`config.mk`:
```
export PLATFORM = sky130hd
export DESIGN_NAME = aes_sbox_lane_arbiter
export DESIGN_NICKNAME = d
export VERILOG_FILES = /design/src/rtl/aes_sbox_lane_arbiter.sv
export SDC_FILE = /design/constraint.sdc
export NUM_CORES = 1
export LEC_CHECK = 0
export ABC_AREA = 1
export CAP_MARGIN = 10
export CORE_MARGIN = 10
export CORE_UTILIZATION = 51
export DETAILED_ROUTE_END_ITERATION = 6
export GPL_TIMING_DRIVEN = 0
export PLACE_DENSITY = 0.86
export SYNTH_ARGS = -nofsm -noshare
export SYNTH_HDL_FRONTEND = slang
export SYNTH_SLANG_ARGS = --single-unit
```
`constraint.sdc`:
```
create_clock -name clk -period 31 [get_ports clk]
set_clock_uncertainty 0.2 [all_clocks]
set_input_delay 6.2 -clock clk [delete_from_list [all_inputs] [get_ports clk]]
set_output_delay 6.2 -clock clk [all_outputs]
set_load 0.02 [all_outputs]
```
`src/rtl/aes_sbox_lane_arbiter.sv`:
```
// Serialises AES SubBytes over one shared 32-bit S-box lane, one word per cycle,
// and arbitrates that lane with the key-schedule SubWord requester.
module aes_sbox_lane_arbiter #(
  parameter bit KEY_PRIO = 1'b1,
  parameter int NWORDS   = 4
) (
  input  logic         clk,
  input  logic         rst,
  input  logic         st_valid,
  output logic         st_ready,
  input  logic [127:0] st_in,
  output logic         st_out_valid,
  input  logic         st_out_ready,
  output logic [127:0] st_out,
  input  logic         key_req,
  input  logic [31:0]  key_word,
  output logic         key_done,
  output logic [31:0]  key_sub,
  output logic [31:0]  sbox_in,
  input  logic [31:0]  sbox_out
);

  localparam logic [1:0] LAST = 2'(NWORDS - 1);

  typedef enum logic [1:0] {
    IDLE = 2'd0,
    RUN  = 2'd1,
    DONE = 2'd2
  } state_t;

  state_t       state;
  logic [1:0]   idx;
  logic [127:0] blk;
  logic [31:0]  cur_word;
  logic         key_grant;
  logic         key_win;
  logic         st_grant;
  logic         accept;

  always_comb begin
    cur_word = blk[127:96];
    case (idx)
      2'd0: cur_word = blk[127:96];
      2'd1: cur_word = blk[95:64];
      2'd2: cur_word = blk[63:32];
      2'd3: cur_word = blk[31:0];
      default: cur_word = blk[127:96];
    endcase
  end

  // key_done doubles as the requester's recovery cycle: no regrant while it is high
  assign key_grant = key_req & ~key_done;
  assign key_win   = key_grant & ((state != RUN) | KEY_PRIO);
  assign st_grant  = (state == RUN) & ~key_win;
  assign st_ready  = (state == IDLE) | ((state == DONE) & st_out_ready);
  assign accept    = st_valid & st_ready;
  assign sbox_in   = key_win ? key_word : cur_word;

  always_ff @(posedge clk or posedge rst) begin
    if (rst) begin
      state        <= IDLE;
      idx          <= 2'd0;
      blk          <= '0;
      st_out       <= '0;
      st_out_valid <= 1'b0;
      key_done     <= 1'b0;
      key_sub      <= '0;
    end else begin
      key_done <= key_win;
      if (key_win) key_sub <= sbox_out;

      case (state)
        IDLE: begin
          if (accept) begin
            blk   <= st_in;
            idx   <= 2'd0;
            state <= RUN;
          end
        end
        RUN: begin
          if (st_grant) begin
            case (idx)
              2'd0: st_out[127:96] <= sbox_out;
              2'd1: st_out[95:64]  <= sbox_out;
              2'd2: st_out[63:32]  <= sbox_out;
              2'd3: st_out[31:0]   <= sbox_out;
              default: st_out[127:96] <= sbox_out;
            endcase
            idx <= idx + 2'd1;
            if (idx == LAST) begin
              state        <= DONE;
              st_out_valid <= 1'b1;
            end
          end
        end
        DONE: begin
          if (st_out_ready) begin
            st_out_valid <= 1'b0;
            if (st_valid) begin
              blk   <= st_in;
              idx   <= 2'd0;
              state <= RUN;
            end else begin
              state <= IDLE;
            end
          end
        end
        default: state <= IDLE;
      endcase
    end
  end

endmodule

```
==> Word-level counts from Yosys, hierarchy flattened <==
Cells that the tools add are included.
{ "word_totals": {"register_bits": 294, "inputBits": 197, "out_inout_bits": 195, "wordCells": 62} }
{ "op_classes": {"add_sub_neg": 1, "eq_ne": 10, "n_mux": 21, "bitwise": 7, "reduce_logical": 13} }
{ "ops": {"columns": ["cell", "count"], "rows": [
  ["2-to-1 mux 128 bit", 3],
  ["one-hot mux 128 bit (2 select lines)", 1],
  ["one-hot mux 32 bit (4 select lines)", 1],
  ["2-to-1 mux 32 bit", 1],
  ["2-to-1 mux 2 bit", 8],
  ["one-hot mux 2 bit (3 select lines)", 2],
  ["AND reduction 3 bit", 4],
  ["AND reduction 4 bit", 3],
  ["inequality test 2 bit (second input constant)", 4],
  ["equality test 2 bit (second input constant)", 3],
  ["AND reduction 5 bit", 1],
  ["AND 1 bit", 4],
  ["equality test 2 x 1 -> 1 bit (second input constant)", 2],
  ["logical NOT 2 bit", 2],
  ["2-to-1 mux 1 bit", 4],
  ["nonzero test 2 bit", 2],
  ["nonzero test 3 bit", 1],
  ["adder 2 x 1 -> 2 bit (second input constant)", 1],
  ["inequality test 2 x 1 -> 1 bit (second input constant)", 1],
  ["NOT 1 bit", 2],
  ["one-hot mux 1 bit (2 select lines)", 1],
  ["bitwise OR 1 bit", 1]
]} }

==> Longest topological paths before layout <==
{ "logic_depth": {"depth_word": 6, "mapped_depth": 8, "depth_no_buf": 6} }

==> Worst setup path before layout <==
No wires, ideal clock.
{ "synth_path": {"kind": "input to output", "from": "in key_req", "to": "out sbox_in[14]", "arrival_time_ps": 7228, "required_time_ps": 24600, "slack_ps": 17372, "path_stages": 5, "n_path_buf": 2, "path_cell_list": "nand2_1 -> buf_4 -> clkbuf_1 -> o21ai_0 -> o21ai_0"} }
{ "synth_between": {"elab_chain_len": 2} }
{ "synth_rtl": {"columns": ["item", "line_no", "text"], "rows": [
  ["from (decl)", "15", "input logic key_req,"],
  ["AND 1 bit", "52", "assign key_grant = key_req & ~key_done;"],
  ["2-to-1 mux 32 bit", "57", "assign sbox_in = key_win ? key_word : cur_word;"],
  ["to (decl)", "19", "output logic [31:0] sbox_in,"]
]} }
No other way between the ends.

==> Final worst setup path <==
{ "layout_path": {"from": "in key_req", "to": "out sbox_in[17]"} }
The elaborated chain is that of the path after synthesis.

==> results by group <==
Critical path
  • Arrival time reported for the critical path endpoint: 8610 ps
  • Worst Setup Start Kind: input port
  • Worst r2r dst: st_out[41]
  • Reg-to-reg setup timing slack: 28800 ps
  • CP Max Fanout: 10
  • Critical-path top delay cell: clkdlybuf4s50_1
  • Biggest cell delay along the critical path: 710 ps
  • Launching point of the worst reg2reg path: idx[0]
  • Dominant delay contributor by cell family on the critical path: buffers and inverters
  • Count of cell instances traversed by the critical path: 7
  • R2r worst-path depth: 6
  • Type of destination of the critical path: output pin
  • Worst Path Class, Setup: in2out
  • WP buf/inv: 4
  • Beginning of the critical path: key_req
  • CP cell instances: clkdlybuf4s50_1 > nand2_1 > buf_4 > clkbuf_1 > o21ai_0 > o21ai_0 > clkdlybuf4s50_1
  • Required @ worst endpoint: 24600 ps

Route
  • Final WL: 48900 um
  • Drc violations: 0
  • Initial detailed-routing violation count: 1260
  • Final routed wire length divided by cell count: 20.5 um
  • Vias: 13000
  • Drt first pass iters: 6
  • Vias per Instance: 5.45
  • Routed Antenna Nets: 0

Logic synthesis
  • Post-synth cell types: 17
  • Mean area per synthesized cell: 8.06 um^2
  • Post-Syn Area: 12900 um^2
  • Cell count after synthesis: 1602
  • Share of the yosys chip area belonging to registers: 57.0%
  • Synth Register Bits: 294
  • Number of warning messages in the yosys log: 0
  • Synthesized net count: 1803

Power
  • Clock group share of total power: 19.0%
  • Total leakage power: 0.00920 uW
  • Proportion of total power due to net switching: 41.6%
  • Reported net switching power: 793 uW
  • VDD IR max: 63.1 uV
  • Total Power Consumption: 1910 uW
  • Sequential share of power: 34.1%
  • Power density over the cells: 104 nW/um^2
  • Internal power consumption: 1110 uW
  • Part of the total power dissipated in combinational logic: 47.0%

Finish
  • Number of filler cells placed in the layout: 1893
  • Fraction of layout instances using a drive strength above 1: 6.19%
  • Area of the multi-input gates: 4900 um^2
  • Post-layout nets: 2229
  • Sequential cell area: 7360 um^2
  • Synthesis-to-finish area growth: 41.7%
  • Final cell utilization of the core: 73.1%

Clocking
  • H-tree level count: 1
  • Source-to-sink clock delay at the later pin of the worst-skew pair: 550 ps
  • TritonCTS Buffers: 31
  • Clock sink count: 294
  • Root Buffer: clkbuf_16
  • Post-cts repair resize count: 0
  • Clk buf depth: 3
  • Reg clk slew, reported paths: 60 ps
  • Total setup buffers inserted after CTS: 0
  • Clock tree from TritonCTS: built
  • Number of buffers inserted by hold repair at cts: 0

Hold path
  • Class of the most critical hold timing path: reg2reg
  • Hold endpoint: st_out[47]
  • Hold path start: st_out[47]
  • Instance count along the most critical hold path: 2

STA
  • Setup TNS: 0 ps
  • Final Slew Violations: 0
  • Part of the cycle the worst path needs: 48.4%
  • Number of failing hold endpoints at the final stage: 0
  • Achievable Freq: 66.6 MHz
  • Slew @ Worst Pin: 664 ps
  • Unrepaired setup endpoints after global routing: false
  • Setup-failing EPs final: 0
  • Fin crit period: 15010 ps
  • Fin Hold WS: 269 ps
  • Worst max-slew margin expressed relative to the limit: 55.7%

Global routing
  • Vias in the first global route: 13400
  • Global-route usage over all layers: 29.8%
  • Global-route congestion overflow total: 0
  • Initial antenna violation count: 7
  • First-pass GRT wire length: 74200 um
  • Pin count of the biggest net entering global routing: 133

Placement
  • HPWL Detailed: 36900 um
  • RD Place Congestion: 0.917
  • Number of input and output port buffers inserted: 391

Floorplan
  • Die height: 179 um
  • Count of standard-cell rows: 58
  • Core Footprint: 25000 um^2
  • Starting Density: 51.6%
  • Horizontal die dimension: 179 um
  • Floorplan die area: 32100 um^2
  • Boundary Pins: 392

Flow run
  • Number of violations of the max-capacitance limit: 0

Outcome
  • Result of the run: finished, final reports clean
[sequential cells by signal, summed over array words and instances (netlist names)]
signal        flops
key_sub          32
st_out          128
blk             128
st_out_valid      1
key_done          1
idx               2
state             2
[worst min-delay path: cells and delay by family, from the launching register on]
family,cells,cell delay (ps)
DFF,1,340
and+or+nand+nor,2,90
[cell usage after synthesis, drive strengths merged]
cell / number / area share [%]
nand2: 816 / 24
dfrtp: 294 / 57
nand3: 259 / 10
buf: 75 / 3.6
o21ai: 66 / 2.6
clkbuf: 38 / 1.1
nor2: 37 / 1.1
inv: 11 / 0.32
ha: 4 / 0.39
a21oi: 1 / 0.039
nor3: 1 / 0.039
[worst max path at each step]
stage	slack, ps	endpoint
2_1_floorplan	16480	blk[0]
3_3_place_gp	13040	blk[114]
3_5_place_dp	16020	sbox_in[17]
4_1_cts	16000	sbox_in[17]
5_1_grt	15840	sbox_in[17]
6_report	15990	sbox_in[17]
[per-layer routing]
metal | track usage, % | vias up | wire length [um]
met5 | 0 | - | 28
met2 | 50.5 | 715 | 23600
met1 | 33.4 | 6178 | 17500
li1 | - | 5942 | -
met3 | 8.57 | 163 | 5190
met4 | 15.8 | 6 | 2590
[metrics by stage]
step	cell area [um^2]	std cells	setup WS, ps
3_5_place_dp	17300	2325	16020
3_3_place_gp	17200	2323	13040
4_1_cts	18300	2381	16000
6_report	18300	2385	15990
5_1_grt	18300	2383	15840
2_1_floorplan	12900	1602	16480
[cell usage in the layout, fill, tap and decap left out]
cell             instances
nand2_1                814
clkdlybuf4s50_1        391
dfrtp_1                294
nand3_1                259
o21ai_0                 66
buf_2                   50
clkbuf_1                44
nor2_1                  36
clkbuf_16               31
buf_6                   13
inv_1                    9
clkinv_2                 9
buf_4                    7
clkbuf_8                 6
buf_1                    5
diode_2                  4
ha_1                     4
nand2_2                  2
inv_8                    2
buf_16                   2
a21oi_1                  1
nor2_4                   1
inv_2                    1
nor3_1                   1
clkinvlp_4               1
inv_6                    1
bufinv_16                1
[power by group through the flow]
stage | logic, uW | registers (uW) | clock network (uW)
floorplan | 386 | 735 | 0
global placement | 869 | 644 | 0
detailed placement | 890 | 650 | 0
CTS | 899 | 647 | 362
global route | 973 | 667 | 381
finish | 896 | 650 | 361
[kinds of logic after synthesis]
| kind of cell | Yosys count | synth area share (%) |
|---|---|---|
| and+or+nand+nor | 1113 | 35.0 |
| AOI/OAI and AO/OA | 67 | 2.60 |
| buffers and inverters | 124 | 5.05 |
| DFF | 294 | 57.0 |
| adders and majority gates | 4 | 0.388 |
[layout make-up]
| cell class | count | share of cell area [%] |
|---|---|---|
| sequential | 294 | 40.2 |
| multi-input combinational | 1184 | 26.8 |
| timing repair buffer | 393 | 21.7 |
| clock buffer | 43 | 4.82 |
| buffer | 113 | 3.34 |
| tap | 330 | 2.26 |
| clock inverter | 13 | 0.561 |
| inverter | 11 | 0.267 |
| antenna | 4 | 0.0547 |
Note: power is estimated with default switching activity, not from simulation.
